$ cat config.mk
export PLATFORM = sky130hd
export DESIGN_NAME = score_keeper
export DESIGN_NICKNAME = d
export VERILOG_FILES = /design/src/rtl/score_keeper.sv
export SDC_FILE = /design/constraint.sdc
export NUM_CORES = 1
export LEC_CHECK = 0
export ABC_AREA = 1
export CORE_AREA = 4 4 69 71
export DETAILED_ROUTE_END_ITERATION = 16
export DIE_AREA = 0 0 73 75
export PLACE_DENSITY_LB_ADDON = 0.2
export SYNTH_ARGS = -nofsm -noshare
export SYNTH_HDL_FRONTEND = slang
export SYNTH_SLANG_ARGS = --single-unit
$ cat constraint.sdc
create_clock -name clk_100MHz -period 6.2 [get_ports clk_100MHz]
set_clock_uncertainty 0.05 [all_clocks]
set_input_delay 1.24 -clock clk_100MHz [delete_from_list [all_inputs] [get_ports clk_100MHz]]
set_output_delay 1.24 -clock clk_100MHz [all_outputs]
set_load 0.005 [all_outputs]
$ cat src/rtl/score_keeper.sv
// score_keeper: two-requester BCD score accumulator (0000-9999) that saturates at 9999.
// Latency: grant edge, then 4 busy cycles (one digit per clock); requests are held off while busy.
`timescale 1ns/1ps
module score_keeper #(
   parameter bit PRIORITY_RR = 1'b1
) (
   input  logic       clk_100MHz,
   input  logic       reset_n,
   input  logic       req_a,
   input  logic [3:0] pts_a,
   input  logic       req_b,
   input  logic [3:0] pts_b,
   input  logic       clr,
   output logic       ack_a,
   output logic       ack_b,
   output logic       busy,
   output logic [3:0] ones,
   output logic [3:0] tens,
   output logic [3:0] hundreds,
   output logic [3:0] thousands,
   output logic       sat
);

   typedef enum logic [2:0] {IDLE, ADD0, ADD1, ADD2, ADD3} state_t;

   state_t     state;
   state_t     state_nxt;
   logic       grant_a;
   logic       grant_b;
   logic       last_b;
   logic [3:0] pts_lat;
   logic [3:0] work [4];
   logic       carry;
   logic [1:0] idx;
   logic [3:0] addend;
   logic [4:0] sum;
   logic [3:0] digit_nxt;
   logic       carry_nxt;
   logic [3:0] pts_a_clamp;
   logic [3:0] pts_b_clamp;

   assign pts_a_clamp = (pts_a > 4'd9) ? 4'd9 : pts_a;
   assign pts_b_clamp = (pts_b > 4'd9) ? 4'd9 : pts_b;
   assign busy        = (state != IDLE);

   always_ff @(posedge clk_100MHz or negedge reset_n) begin
      if (!reset_n) state <= IDLE;
      else          state <= state_nxt;
   end

   always_comb begin
      state_nxt = state;
      grant_a   = 1'b0;
      grant_b   = 1'b0;
      if (clr) begin
         state_nxt = IDLE;
      end else begin
         case (state)
            IDLE: begin
               // last_b set means B won last time, so A is favoured on a tie
               if (req_a && (!req_b || !PRIORITY_RR || last_b)) grant_a = 1'b1;
               else if (req_b)                                     grant_b = 1'b1;
               if (grant_a || grant_b) state_nxt = ADD0;
            end
            ADD0:    state_nxt = ADD1;
            ADD1:    state_nxt = ADD2;
            ADD2:    state_nxt = ADD3;
            default: state_nxt = IDLE;
         endcase
      end
   end

   always_comb begin
      idx    = 2'd0;
      addend = 4'd0;
      case (state)
         ADD0: begin
            idx    = 2'd0;
            addend = pts_lat;
         end
         ADD1:    idx = 2'd1;
         ADD2:    idx = 2'd2;
         ADD3:    idx = 2'd3;
         default: idx = 2'd0;
      endcase
      sum       = {1'b0, work[idx]} + {1'b0, addend} + {4'd0, carry};
      carry_nxt = (sum > 5'd9);
      // sum is at most 19, so the low nibble minus 10 wraps to the right digit
      digit_nxt = carry_nxt ? (sum[3:0] - 4'd10) : sum[3:0];
   end

   always_ff @(posedge clk_100MHz or negedge reset_n) begin
      if (!reset_n) begin
         ack_a     <= 1'b0;
         ack_b     <= 1'b0;
         ones      <= 4'd0;
         tens      <= 4'd0;
         hundreds  <= 4'd0;
         thousands <= 4'd0;
         sat       <= 1'b0;
         carry     <= 1'b0;
         last_b    <= 1'b1;
         pts_lat   <= 4'd0;
         work      <= '{default: 4'd0};
      end else begin
         ack_a <= grant_a;
         ack_b <= grant_b;
         if (clr) begin
            ones      <= 4'd0;
            tens      <= 4'd0;
            hundreds  <= 4'd0;
            thousands <= 4'd0;
            sat       <= 1'b0;
            carry     <= 1'b0;
         end else if (grant_a || grant_b) begin
            pts_lat <= grant_a ? pts_a_clamp : pts_b_clamp;
            work[0] <= ones;
            work[1] <= tens;
            work[2] <= hundreds;
            work[3] <= thousands;
            carry   <= 1'b0;
            last_b  <= grant_b;
         end else if (busy) begin
            work[idx] <= digit_nxt;
            carry     <= carry_nxt;
            if (state == ADD3) begin
               if (carry_nxt || sat) begin
                  ones      <= 4'd9;
                  tens      <= 4'd9;
                  hundreds  <= 4'd9;
                  thousands <= 4'd9;
                  sat       <= 1'b1;
               end else begin
                  ones      <= work[0];
                  tens      <= work[1];
                  hundreds  <= work[2];
                  thousands <= digit_nxt;
               end
            end
         end
      end
   end

endmodule
# Word level (Yosys, flattened, before mapping)
# Cells that the tools add are included.
# Widths: inputs -> output; s select.
[totals]
ff_bits = 44
input_bits = 13
elab_cells = 105
[classes]
addsub = 3
magnitude_cmp = 5
eq_ne = 6
muxes = 56
bitwise = 2
n_reduce_logical = 18
[ops]
columns = ["op", "count"]
rows = [
  ["$mux 4", 28],
  ["$mux 16", 2],
  ["$mux 1", 19],
  ["$bwmux 16", 1],
  ["$pmux 3 s4", 1],
  ["$bmux 4 s2", 1],
  ["$demux 4 s2", 1],
  ["$gt 4x4->1 const B", 2],
  ["$reduce_bool 2->1", 4],
  ["$eq 3x2->1 const B", 2],
  ["$mux 3", 2],
  ["$pmux 2 s3", 1],
  ["$reduce_bool 3->1", 2],
  ["$add 4x4->5", 1],
  ["$add 5x1->5", 1],
  ["$gt 5x4->1 const B", 1],
  ["$logic_or 1x1->1", 4],
  ["$reduce_and 2->1", 2],
  ["$reduce_and 4->1", 1],
  ["$sub 4x4->4 const B", 1],
  ["$eq 3x1->1 const B", 1],
  ["$eq 3x3->1 const B", 1],
  ["$ge 3x3->1 const B", 1],
  ["$logic_not 3->1", 1],
  ["other kinds (8)", 9],
]

# Logic depth before layout (Yosys ltp)
[logic_depth]
ltp_word = 15
ltp_mapped = 15
ltp_nobuf = 15

# Worst setup path after synthesis
# Ideal clock, no wire load.
[synth_path]
kind = "register to register"
startpoint = "register state[1]"
endpoint = "register ones[1]"
setup_time_ns = 0.076
arrival_time_ns = 2.528
required_ns = 6.074
slack_ns = 3.546
path_stages_with_launch = 15
path_buffers = 0
synth_period_minus_slack_ns = 2.654
path_cell_list = "dfrtp_1 nor2_4 nand2_2 nand3_1 o21ai_0 fa_1 inv_1 fa_1 inv_1 nand2_1 nand3_2 nand3_2 inv_2 nand2_2 o21ai_1"
[synth_between]
elab_chain_len = 15
word_cells_on_any_way = 30
cone_classes = "2 x add/sub; 1 x order compare; 5 x eq/ne; 14 x mux; 1 x bitwise; 7 x reduce/logical"
[synth_rtl]
columns = ["element", "line", "source"]
rows = [
  ["start: declaration", "26", "state_t state;"],
  ["start signal: assignment", "48", "else state <= state_nxt;"],
  ["$eq 3x3->1 or $eq 3x2->1 (tied branches)", "76, 126", ""],
  ["$pmux 2 s3", "76", "case (state)"],
  ["$not 2->3 (implied by the code)", "86", "sum = {1'b0, work[idx]} + {1'b0, addend} + {4'd0, carry};"],
  ["$bmux 4 s2", "86", ""],
  ["$mux 4 (implied by the code) (2 in a row)", "86", ""],
  ["$add 4x4->5", "86", ""],
  ["$add 5x1->5", "86", ""],
  ["$gt 5x4->1", "87", "carry_nxt = (sum > 5'd9);"],
  ["$logic_or 1x1->1", "127", "if (carry_nxt || sat) begin"],
  ["$mux 4", "127", ""],
  ["$mux 4", "126", "if (state == ADD3) begin"],
  ["$mux 4", "123", "end else if (busy) begin"],
  ["$mux 4", "115", "end else if (grant_a || grant_b) begin"],
  ["$mux 4", "108", "if (clr) begin"],
  ["end signal: assignment", "134", "ones <= work[0];"],
  ["end: declaration", "17", "output logic [3:0] ones,"],
]
# Several ways; a longest one is shown, not always the timed one. The select of a mux whose other input is x is not followed.
# A chain may end at the register's enable or synchronous reset.

# Worst setup path in the final report
[layout_path]
startpoint = "register state[1]"
endpoint = "register ones[3]"
# The elaborated chain is that of the path after synthesis.

==> results.ini <==
[synth]
synth.top_cell.area_share_pct=46.04
syn-num-nets=303
synth_edf_count=0
syn_area_um2=2337
ys_warn_count=0
synth_area_leaders=dfrtp_1 (46%), nand2_1 (9.2%), inv_1 (5.9%)
ys_seq_area_share_pct=47.16
synthArstFlopShare_pct=100.0
synth.distinct_cells=34
synthCells=284
ys_ff_latch=44
syn_avg_cell_area_um2=8.230
yosys.area.top_type=dfrtp_1
synth_ff_type=dfrtp_1

[cts]
holdBufCountCts=0
cts_max_level=2
clock_latency_ns=0.30
clock_sinks=44
clk_pin_slew_ns=0.08
clk_path_buf_depth=2
cts_setup_buffers=0
ctsResizeCount=0
cts_buffers=5
cts_root_buffer=clkbuf_8
cts_tree=built

[drt]
wirelength_um=5696
first_iter_violations=134
vias_per_cell=5.563
drc=0
vias=2064
routedWlPerCell_um=15.35
detail-route-antenna-nets=0
dr.pass1.iters=4

[outcome]
status=finished clean

[timing]
timing.final.crit_share_pct=49.56
setup_viol=0
rsz0062_at_grt=no
finalWorstPathRequiredPeriod_ns=3.073
drv_slew=0
max_freq_ghz=0.3255
worst_slew_margin_rel_pct=35.83
hold_viol_final=0
fin_setup_tns_ns=0
tightest_slew_ns=0.9626

[floorplanning]
fp.dieArea_um2=5475
dieHeight_um=75
floorplan.rows=24
initial_core_util_pct=55.20
coreArea_um2=4234
chipWidth_um=73
num_io_pins=33

[setup_path]
cp_slowest_cell=dfrtp_1
cpLargestDelayFamily=simple AND/OR/NAND/NOR gates
start_kind=flip-flop
critical_path_buf_inv_count=2
path_class=reg2reg
path_max_fanout=9
cp.arrival_ns=3.20
slowest_delay_ns=0.44
worstPathCellList=nor2_4, nand2_2, nand3_1, o21ai_0, fa_1, inv_1, fa_1, inv_1, nand2_1, nand3_2, nand3_2, o21ai_0, nand2_1
end_kind=flip-flop
worstPathRequired_ns=6.33
reg2reg_slack_ns=3.13

[final_layout]
final_area_um2=2796
fillers=362
diodes=0
drive_above_1_share_pct=9.091
fin_nets=337
area_delta_synth_final_pct=19.65

[power]
total_power_uw=942.3
powerDensity_nw_per_um2=336.9
ir_drop_mv=0.2248
leakage_nw=1.420

[min_path]
hold_path.class=reg2reg

[run]
cap_violations=0

[global_route]
grtUsageTotal_pct=22.59
antenna_found_initial=0
grt_pass1_wl_um=9370
grt_overflow=0
met3_usage_pct=4.139
grt-busiest-layer=met2
grt_max_degree=45
grt_pass1_vias=2000
met2_usage_pct=36.64
use_met1_pct=29.97

[placement]
dpl-instance-area_um2=2689
place.port_buffers=32
gp_congestion=1.007
place_hpwl_um=4256

metal layers:
metal	wire length, um	vias up	part of all wire (%)
li1	-	994	-
met1	2582	990	45
met2	2673	65	47
met3	264	15	4.6
met4	176	0	3.1
met5	0	-	0
worst paths after layout:
check | start | to | depth (start not counted)
worst max-delay path | state[1]$_DFFE_PN0P_ | ones[3]$_DFFE_PN0P_ | 13
worst min-delay path | pts_lat[0]$_DFFE_PN0P_ | pts_lat[0]$_DFFE_PN0P_ | 2
worst max register to register | state[1]$_DFFE_PN0P_ | ones[3]$_DFFE_PN0P_ | 13
worst min register to register | pts_lat[0]$_DFFE_PN0P_ | pts_lat[0]$_DFFE_PN0P_ | 2
max in group asynchronous | reset_n | thousands[2]$_DFFE_PN0P_ | 1
min in group asynchronous | reset_n | ack_a$_DFF_PN0_ | 1
tightest hold or removal path: stages, from the launching register on:
cell,delay (ns)
dfrtp_1,0.37
nand2_1,0.06
nand2_1,0.06
where the power goes:
group | internal, mW | switching [mW] | total (mW)
Clock | 0.120 | 0.0955 | 0.215
Sequential | 0.335 | 0.0323 | 0.367
Combinational | 0.118 | 0.242 | 0.360
cell type report:
cell class	count	area [um^2]	area share (%)
clock buffer	6	72.57	2.595
clock inverter	2	35.03	1.253
inverter	44	165.2	5.906
multi-input combinational	191	1041	37.23
sequential	44	1102	39.42
tap	52	65.06	2.327
timing repair buffer	32	315.3	11.28
metrics by stage:
stage	hold WS, ns	util (%)	cells	worst slack (ns)
after floorplan	0.3993	-	284	3.546
after global placement	0.4277	63.50	363	3.178
after detailed placement	0.4295	63.50	363	3.145
after CTS	0.4649	66.05	371	3.169
after global routing	0.4792	66.05	371	2.848
final	0.4610	66.05	371	3.127
synth_stat cells, types with 2 or more instances:
cell type and n:
nand2_1 57, dfrtp_1 43, inv_1 37, a21oi_1 23, nand3_1 21, nor2_1 20, o21ai_0 13, o21ai_1 11
inv_2 6, o22ai_1 6, a22oi_1 5, ha_1 4, nand2_2 4, nand3_2 3, or2_0 3, a211oi_1 2
a21o_1 2, a221oi_1 2, buf_2 2, buf_4 2, fa_1 2, nand2_4 2, nor3_1 2, o31ai_1 2
cell usage in the layout, fill, tap and decap left out, types with 3 or more instances in the layout:
cell / instances
dfrtp_1: 43
o22ai_1: 6
or2_0: 3
o21ai_1: 11
a22oi_1: 5
clkbuf_8: 5
inv_2: 6
ha_1: 4
a21oi_1: 23
inv_1: 37
clkdlybuf4s50_1: 31
nand2_1: 57
nand3_2: 3
nor2_1: 20
nand2_2: 4
o21ai_0: 13
nand3_1: 21
flip-flops by register name, indices dropped and copies added, names as in the netlist:
name       cells
sat            1
tens           4
pts_lat        4
last_b         1
hundreds       4
ack_a          1
thousands      4
ones           4
state          3
carry          1
ack_b          1
work          16
cells by family (layout without fill, tap and decap cells):
logic type | after synthesis | in the layout | synth area share (%)
and+or+nand+nor | 115 | 115 | 23.02
AOI/OAI and AO/OA | 69 | 69 | 16.97
buffers and inverters | 49 | 84 | 8.297
DFF | 44 | 44 | 47.16
adders and majority gates | 6 | 6 | 3.855
xor gates and xnor gates | 1 | 1 | 0.6961
No activity file was read; power rests on OpenSTA's default activity.
